`config.mk`:
```
export PLATFORM = sky130hd
export DESIGN_NAME = wb_write_queue
export DESIGN_NICKNAME = d
export VERILOG_FILES = /design/src/rtl/wb_write_queue.sv
export SDC_FILE = /design/constraint.sdc
export NUM_CORES = 1
export LEC_CHECK = 0
export BUFFER_PORTS_ARGS = -buffer_cell sky130_fd_sc_hd__buf_2
export CAP_MARGIN = 20
export CORE_AREA = 2 2 172 174
export DETAILED_ROUTE_END_ITERATION = 12
export DIE_AREA = 0 0 174 176
export PLACE_DENSITY = 0.69
export SETUP_SLACK_MARGIN = 0.5
export SKIP_LAST_GASP = 1
export SLEW_MARGIN = 25
export SYNTH_ARGS = -nofsm -noshare
export SYNTH_HDL_FRONTEND = slang
export SYNTH_SLANG_ARGS = --single-unit
```
`constraint.sdc`:
```
create_clock -name clock -period 5.27 [get_ports clock]
set_input_delay 0.2635 -clock clock [delete_from_list [all_inputs] [get_ports clock]]
set_output_delay 0.2635 -clock clock [all_outputs]
set_load 0.005 [all_outputs]
```
`src/rtl/wb_write_queue.sv`:
```
// rtl/wb_write_queue.sv - writeback queue feeding the regfile write decoder
// Buffers WB requests, drains one write per cycle, filters $0 and forwards pending data.
module wb_write_queue #(
  parameter int DEPTH  = 4,
  parameter int DATA_W = 32,
  parameter int ADDR_W = 5
) (
  input  logic                       clock,
  input  logic                       ctrl_reset_n,
  input  logic                       in_valid,
  output logic                       in_ready,
  input  logic [ADDR_W-1:0]          in_reg,
  input  logic [DATA_W-1:0]          in_data,
  input  logic                       stall_wb,
  output logic [ADDR_W-1:0]          out_write_reg,
  output logic                       out_write_enable,
  output logic [DATA_W-1:0]          out_write_data,
  input  logic [ADDR_W-1:0]          rd_reg_a,
  output logic                       fwd_hit_a,
  output logic [DATA_W-1:0]          fwd_data_a,
  input  logic [ADDR_W-1:0]          rd_reg_b,
  output logic                       fwd_hit_b,
  output logic [DATA_W-1:0]          fwd_data_b,
  output logic [$clog2(DEPTH+1)-1:0] count
);

  localparam int PTR_W = $clog2(DEPTH);
  localparam int CNT_W = $clog2(DEPTH+1);

  logic [ADDR_W-1:0] reg_mem  [DEPTH];
  logic [DATA_W-1:0] data_mem [DEPTH];
  logic [DEPTH-1:0]  valid;
  logic [PTR_W-1:0]  head;
  logic [PTR_W-1:0]  tail;
  logic [PTR_W-1:0]  scan_idx [DEPTH];

  logic push;
  logic pop;

  assign in_ready = (count != CNT_W'(DEPTH));
  // $0 requests complete the handshake but never occupy an entry.
  assign push = in_valid && in_ready && (in_reg != '0);
  assign pop  = (count != '0) && !stall_wb;

  always_ff @(posedge clock or negedge ctrl_reset_n) begin
    if (!ctrl_reset_n) begin
      head             <= '0;
      tail             <= '0;
      count            <= '0;
      valid            <= '0;
      out_write_enable <= 1'b0;
      out_write_reg    <= '0;
      out_write_data   <= '0;
    end else begin
      out_write_enable <= pop;
      if (pop) begin
        out_write_reg  <= reg_mem[head];
        out_write_data <= data_mem[head];
        valid[head]    <= 1'b0;
        head           <= head + 1'b1;
      end
      if (push) begin
        valid[tail] <= 1'b1;
        tail        <= tail + 1'b1;
      end
      case ({push, pop})
        2'b10:   count <= count + 1'b1;
        2'b01:   count <= count - 1'b1;
        default: count <= count;
      endcase
    end
  end

  always_ff @(posedge clock) begin
    if (push) begin
      reg_mem[tail]  <= in_reg;
      data_mem[tail] <= in_data;
    end
  end

  // Scan order runs oldest (head) to youngest, so later matches override earlier ones.
  for (genvar g = 0; g < DEPTH; g++) begin : g_scan
    assign scan_idx[g] = head + PTR_W'(g);
  end

  always_comb begin
    fwd_hit_a  = 1'b0;
    fwd_data_a = '0;
    fwd_hit_b  = 1'b0;
    fwd_data_b = '0;
    if (out_write_enable && (out_write_reg == rd_reg_a)) begin
      fwd_hit_a  = 1'b1;
      fwd_data_a = out_write_data;
    end
    if (out_write_enable && (out_write_reg == rd_reg_b)) begin
      fwd_hit_b  = 1'b1;
      fwd_data_b = out_write_data;
    end
    for (int i = 0; i < DEPTH; i++) begin
      if (valid[scan_idx[i]] && (reg_mem[scan_idx[i]] == rd_reg_a)) begin
        fwd_hit_a  = 1'b1;
        fwd_data_a = data_mem[scan_idx[i]];
      end
      if (valid[scan_idx[i]] && (reg_mem[scan_idx[i]] == rd_reg_b)) begin
        fwd_hit_b  = 1'b1;
        fwd_data_b = data_mem[scan_idx[i]];
      end
    end
    if (rd_reg_a == '0) begin
      fwd_hit_a  = 1'b0;
      fwd_data_a = '0;
    end
    if (rd_reg_b == '0) begin
      fwd_hit_b  = 1'b0;
      fwd_data_b = '0;
    end
  end

endmodule

```
==> run summary, run 1 <==
• Worst-path clk slew: 70 ps
• die span in x: 174 microns
• slack of the critical path: 718 ps
• Max Transition Viols Final: 0
• Area Growth Syn to Fin: 13.5%
• antenna-violating nets left: 0
• Yosys top cell area share: 34.2%
• Fmax achieved: 0.220 GHz
• Top Registers: data_mem (128), out_write_data (32), reg_mem (20)
• GPL Wtd Cong: 0.852
• met2 WL post-DR: 18400 microns
• die area: 0.0306 sq mm
• Crit Path Max Fanout: 20
• Final setup viols: 0
• Yosys warnings: 0
• CTS tree: done
• Reg-to-Reg End: count[2]
• worst-margin pin slew: 1060 ps
• most frequently used cell type in the post-synthesis netlist: edfxtp_1
• half-perimeter wire length after detailed placement: 24400 microns
• number of flip-flops in the largest register: 128
• total count of hold-check failures in the final report: 12
• detailed-route vias per instance: 6.80
• First-pass DRT Iterations: 6
• clock latency at the later pin of the worst-skew pair: 440 ps
• fraction of final layout cells sized beyond drive strength 1: 36.4%
• top_reg_cell synth: edfxtp_1
• die height: 176 microns
• most frequent cells after synthesis: 148 x edfxtp_1, 147 x mux4_2, 122 x nand2_1
• net count after synthesis: 1034
• CP Class: reg2out
• htree depth: 4
• cell count of the worst reg-to-reg path: 10
• total via count after detailed routing: 10091
• Distinct cells, synth: 50
• required arrival time at the worst endpoint: 5010 ps
• uppermost routed layer: met5
• crit path time final: 4550 ps
• maximum capacitance violations: 0
• Async SR Flop Fraction: 24.9%
• total power: 0.00899 W
• final core utilization: 51.7%
• Hold WS: -13.1 ps
• maximum ir drop on the vdd rail: 0.299 mV
• average cell area after synthesis: 13.4 sq um
• aggregate global routing overflow: 0
• maximum count of clock buffers along a single path: 2
• DRC violation count after routing: 0
• Final Instance Area: 0.0147 sq mm
• final wirelength: 38100 microns
• aggregate negative setup slack: 0 ps
• path class of the lowest-slack min-delay path: in2async
• CTS Hold Buffers Added: 0
• startpoint type of the worst setup path: flop
• register-to-register path setup slack: 2090 ps
• failing checks: hold timing
• data arrival time of the critical path: 4290 ps
• wire length on met1: 14400 microns
• Placed Instance Area: 0.0141 sq mm
• Post-Place Setup Slack: 900 ps
• crit path capture type: output port
• effective utilization at floorplan: 45.5%
• number of clock sinks seen by CTS: 197
• post-synthesis sequential area ratio: 43.6%
• number of antenna violations at the first check in global routing: 4
• met3 routed WL: 4080 microns
• share of the cycle needed by the critical path after routing: 86.4%
• global-route wire length before repair: 59500 microns
• count of nets after finishing: 1147
• vias in the first global route: 10150
• Cell Area, Synth: 0.0130 sq mm
• number of instances in the synthesized netlist: 973
• register name with the most flops: data_mem
• number of buffers added by the clock tree synthesis step: 17
• worst setup skew after layout: 12.4 ps
• startpoint of the worst-slack reg-to-reg timing path: count[0]
• power density over the cells: 610 mW/mm^2
• std cell rows: 62
• number of synthesized flops with an enable pin: 148
• GRT Resource Usage Total: 25.4%
• Starting DRT DRC Count: 1347
• Max-Slew Margin vs Limit: 29.0%
• library cell with the largest summed area after synthesis: edfxtp_1
• master cell of the clock root buffer: clkbuf_16
• wire per inst: 25.7 microns
• number of I/O port buffers: 158
• main area contributors after synthesis: edfxtp_1 34%, mux4_2 25%, dfrtp_1 9.4%
• result of the run: finished with violations
• placeable core area: 0.0285 sq mm
• Static Leak: 5.34 nW
• maximum number of pins on one net before global-route repair: 69
• Yosys reg bits: 197
• Ports: 159
• RSZ-0062 raised after global routing: false
-- worst max-delay path, cell delays in order, from the launching register on --
cell and delay (ps):
dfrtp_4 630, inv_1 160, ha_4 470, mux4_2 610
xnor2_1 180, o211ai_1 210, nor3_2 680, buf_4 270
a221oi_1 50, o31ai_1 400, buf_2 190
-- logic make-up (layout without fill, tap and decap cells) --
| family | after synthesis | in the layout | share of synthesized area (%) |
|---|---|---|---|
| buffers and inverters | 107 | 233 | 4.01 |
| other | 0 | 2 | 0 |
| adder cells (fa/ha/maj) | 10 | 10 | 1.02 |
| AND/OR/NAND/NOR | 197 | 197 | 6.77 |
| multiplexers | 163 | 163 | 27.1 |
| flip-flops | 197 | 197 | 43.6 |
| AO/OA/AOI/OAI | 248 | 248 | 14.0 |
| XOR/XNOR | 51 | 51 | 3.44 |
-- worst max-delay path by stage --
stage / start / end / slack [ps] / cells past startpoint
after global placement: head[1] / fwd_data_b[25] / 880 / 10
after global routing: head[1] / fwd_data_b[23] / 570 / 10
after floorplan: head[1] / fwd_data_b[10] / 970 / 16
after CTS: head[1] / fwd_data_b[25] / 520 / 10
final: head[1] / fwd_data_b[23] / 720 / 10
after detailed placement: head[1] / fwd_data_b[25] / 900 / 10
-- layer usage --
metal,GRT usage [%],vias to the layer above
met5,0,-
met3,4.67,106
li1,-,4220
met4,9.80,2
met2,41.8,724
met1,33.8,5039
-- report_power, final --
| part | switching [W] | total [W] | internal (W) | leakage [nW] |
|---|---|---|---|---|
| Clock | 0.000613 | 0.00128 | 0.000666 | 0.267 |
| Combinational | 0.00273 | 0.00514 | 0.00241 | 3.12 |
| Sequential | 0.000450 | 0.00257 | 0.00212 | 1.95 |
-- per-stage QoR --
step | cells | hold slack [ps]
2_1_floorplan | 973 | -32.1
3_3_place_gp | 1447 | 475
3_5_place_dp | 1448 | 477
4_1_cts | 1480 | 2.28
5_1_grt | 1484 | 23.1
6_report | 1485 | -13.1
-- layout make-up --
class,count,area [sq um]
inverter,10,37.5
multi-input combinational,669,6890
fill,2452,13800
antenna,2,5.00
clock inverter,15,150
sequential,197,5680
tap,384,480
timing repair buffer,191,1080
clock buffer,17,425
-- placed cells by master, fill, tap and decap left out, types with 31 or more instances in the layout --
master / Yosys / routed
dfrtp_1: 49 / 47
a221oi_1: 32 / 32
o31ai_1: 32 / 31
nor2_1: 40 / 40
o21ai_1: 61 / 61
nand2_1: 122 / 122
edfxtp_1: 148 / 148
a22oi_1: 64 / 64
mux4_2: 147 / 147
a221o_1: 32 / 32
buf_2: 29 / 158
-- what timing repair did --
item,4_1_cts,5_1_grt
resized for setup,3,2
pin swaps,0,2
endpoints found under the setup margin,4,43
setup buffers,0,2
Note: power is estimated with default switching activity, not from simulation.
==> run 2, diff against run 1 <==
PLACE_DENSITY = not set   (was 0.69)
==> run summary, run 2 (synthesis gave the netlist of run 1 again) <==
• slowest stage delay, CP: 710 ps
• global-route met2 utilization: 40.7%
• result of the run: completed
• die span in x: 174 microns
• GPL Wtd Cong: 0.834
• First-pass DRT Iterations: 5
• maximum capacitance violations: 0
• GRT Resource Usage Total: 24.7%
• maximum number of pins on one net before global-route repair: 155
• crit path time final: 4470 ps
• register-to-register path setup slack: 2760 ps
• worst setup skew after layout: 14.6 ps
• Worst-path clk slew: 70 ps
• clock latency at the later pin of the worst-skew pair: 440 ps
• required arrival time at the worst endpoint: 5010 ps
• register name with the most flops: data_mem
• data arrival time of the critical path: 4210 ps
• fraction of final layout cells sized beyond drive strength 1: 35.8%
• wire per inst: 25.4 microns
• Static Leak: 5.31 nW
• total count of hold-check failures in the final report: 0
• most frequent cells in the layout: 158 x buf_2, 148 x edfxtp_1, 147 x mux4_2
• effective utilization at floorplan: 45.5%
• share of the cycle needed by the critical path after routing: 84.9%
• ordered list of cells on the worst path: inv_2 -> ha_4 -> mux4_2 -> xor2_1 -> nor4_2 -> and3_2 -> buf_4 -> a221o_1 -> o21ai_1 -> o21ai_1 -> buf_2
• vias in the first global route: 9535
• most common cell after layout, fill and taps aside: buf_2
• placeable core area: 0.0285 sq mm
• Final setup viols: 0
• slowest stage cell, crit path: and3_2
• std cell rows: 62
• Area Growth Syn to Fin: 13.1%
• number of I/O port buffers: 158
• RSZ-0062 raised after global routing: false
• final wirelength: 37600 microns
• number of antenna violations at the first check in global routing: 2
• number of flip-flops in the largest register: 128
• master cell of the clock root buffer: clkbuf_16
• Top Registers: data_mem (128), out_write_data (32), reg_mem (20)
• count of nets after finishing: 1141
• number of clock sinks seen by CTS: 197
• slack of the critical path: 795 ps
• Crit Path Max Fanout: 23
• htree depth: 4
• aggregate negative setup slack: 0 ps
• Starting DRT DRC Count: 1093
• half-perimeter wire length after detailed placement: 23400 microns
• Ports: 159
• maximum count of clock buffers along a single path: 2
• die area: 0.0306 sq mm
• die height: 176 microns
• CP Class: reg2out
• crit path capture type: output port
• detailed-route vias per instance: 6.70
• Max Transition Viols Final: 0
• Post-Place Setup Slack: 997 ps
• cell repeated most along the worst path: o21ai_1
• CTS tree: done
• Most Crowded Layer GR: met2
• maximum ir drop on the vdd rail: 0.403 mV
• Global Route met3 Usage: 3.42%
• placed cells: 1443
• Fmax achieved: 0.223 GHz
• aggregate global routing overflow: 0
• antenna-violating nets left: 0
• global-route wire length before repair: 57400 microns
• M1 GR Usage: 34.5%
• worst-margin pin slew: 1000 ps
• power density over the cells: 603 mW/mm^2
• startpoint type of the worst setup path: flop
• Max-Slew Margin vs Limit: 33.2%
• DRC violation count after routing: 0
• total via count after detailed routing: 9904
• Finished Layout Cells: 1478
• path class of the lowest-slack min-delay path: in2reg
• number of buffers added by the clock tree synthesis step: 17
• Fill cells: 2452
==> run 2: changes by cell type in the layout (fill, tap and decap cells not counted), sizes merged <==
| cell | change |
|---|---|
| diode | -1 |
| buf | -7 |
| clkinvlp | -3 |
| inv | +1 |
| bufinv | -1 |
| clkinv | +1 |
| dlygate4sd3 | +1 |
| clkbuf | +2 |
==> run 2: repair_timing <==
action | CTS | global route
endpoints found under the hold margin | 13 | 0
setup buffers | 0 | 0
gates resized for setup | 0 | 1
endpoints found under the setup margin | 0 | 2
hold buffers | 1 | 0
==> run 2: path summary, 6_finish.rpt <==
path,startpoint,endpoint,cells past startpoint
worst min register to register,out_write_data[11],out_write_data[11],2
min in group asynchronous,ctrl_reset_n,tail[0],3
worst max register to register,head[1],out_write_data[2],5
max in group asynchronous,ctrl_reset_n,head[0],3
worst min-delay path,in_data[9],data_mem[3][9],1
worst max-delay path,head[0],fwd_data_a[21],11
==> run 2: stage by stage <==
step | hold slack, ps | power (W) | utilization (%) | cell area [sq um]
global placement | 454 | 0.00754 | 49.3 | 14100
finish | 35.3 | 0.00886 | 51.5 | 14700
global route | 32.9 | 0.00943 | 51.5 | 14700
CTS | 21.7 | 0.00888 | 51.4 | 14700
detailed placement | 464 | 0.00763 | 49.4 | 14100
floorplan | -32.1 | 0.00621 | - | 13000
==> run 2: worst max-delay path, delay by kind of cell (launching register included) <==
family          cells  cell delay [ps]
fa+ha+maj           1              360
simple gates        2             1030
mux                 1              580
compound gates      3              410
flops               1              500
xor+xnor            1              170
buf+inv             3              720
==> run 2: final cells by class <==
type	count	area [sq um]	area share, %
Clock inverter	13	113	0.766
Multi-Input combinational cell	669	6880	46.8
Antenna cell	1	2.50	0.0170
Sequential cell	197	5680	38.6
Clock buffer	19	433	2.95
Tap cell	384	480	3.27
Timing Repair Buffer	185	1070	7.30
Inverter	10	37.5	0.255
==> run 2: metal layers <==
layer	up-vias	share of wire, %
li1	4204	-
met1	5056	41
met5	-	0.029
met3	79	8.4
met4	2	2.3
met2	563	49
==> run 2: power breakdown <==
group | switching, W | total [W] | internal, W
Combinational | 0.00271 | 0.00512 | 0.00241
Clock | 0.000614 | 0.00123 | 0.000620
Sequential | 0.000389 | 0.00251 | 0.00212
Total | 0.00371 | 0.00886 | 0.00515
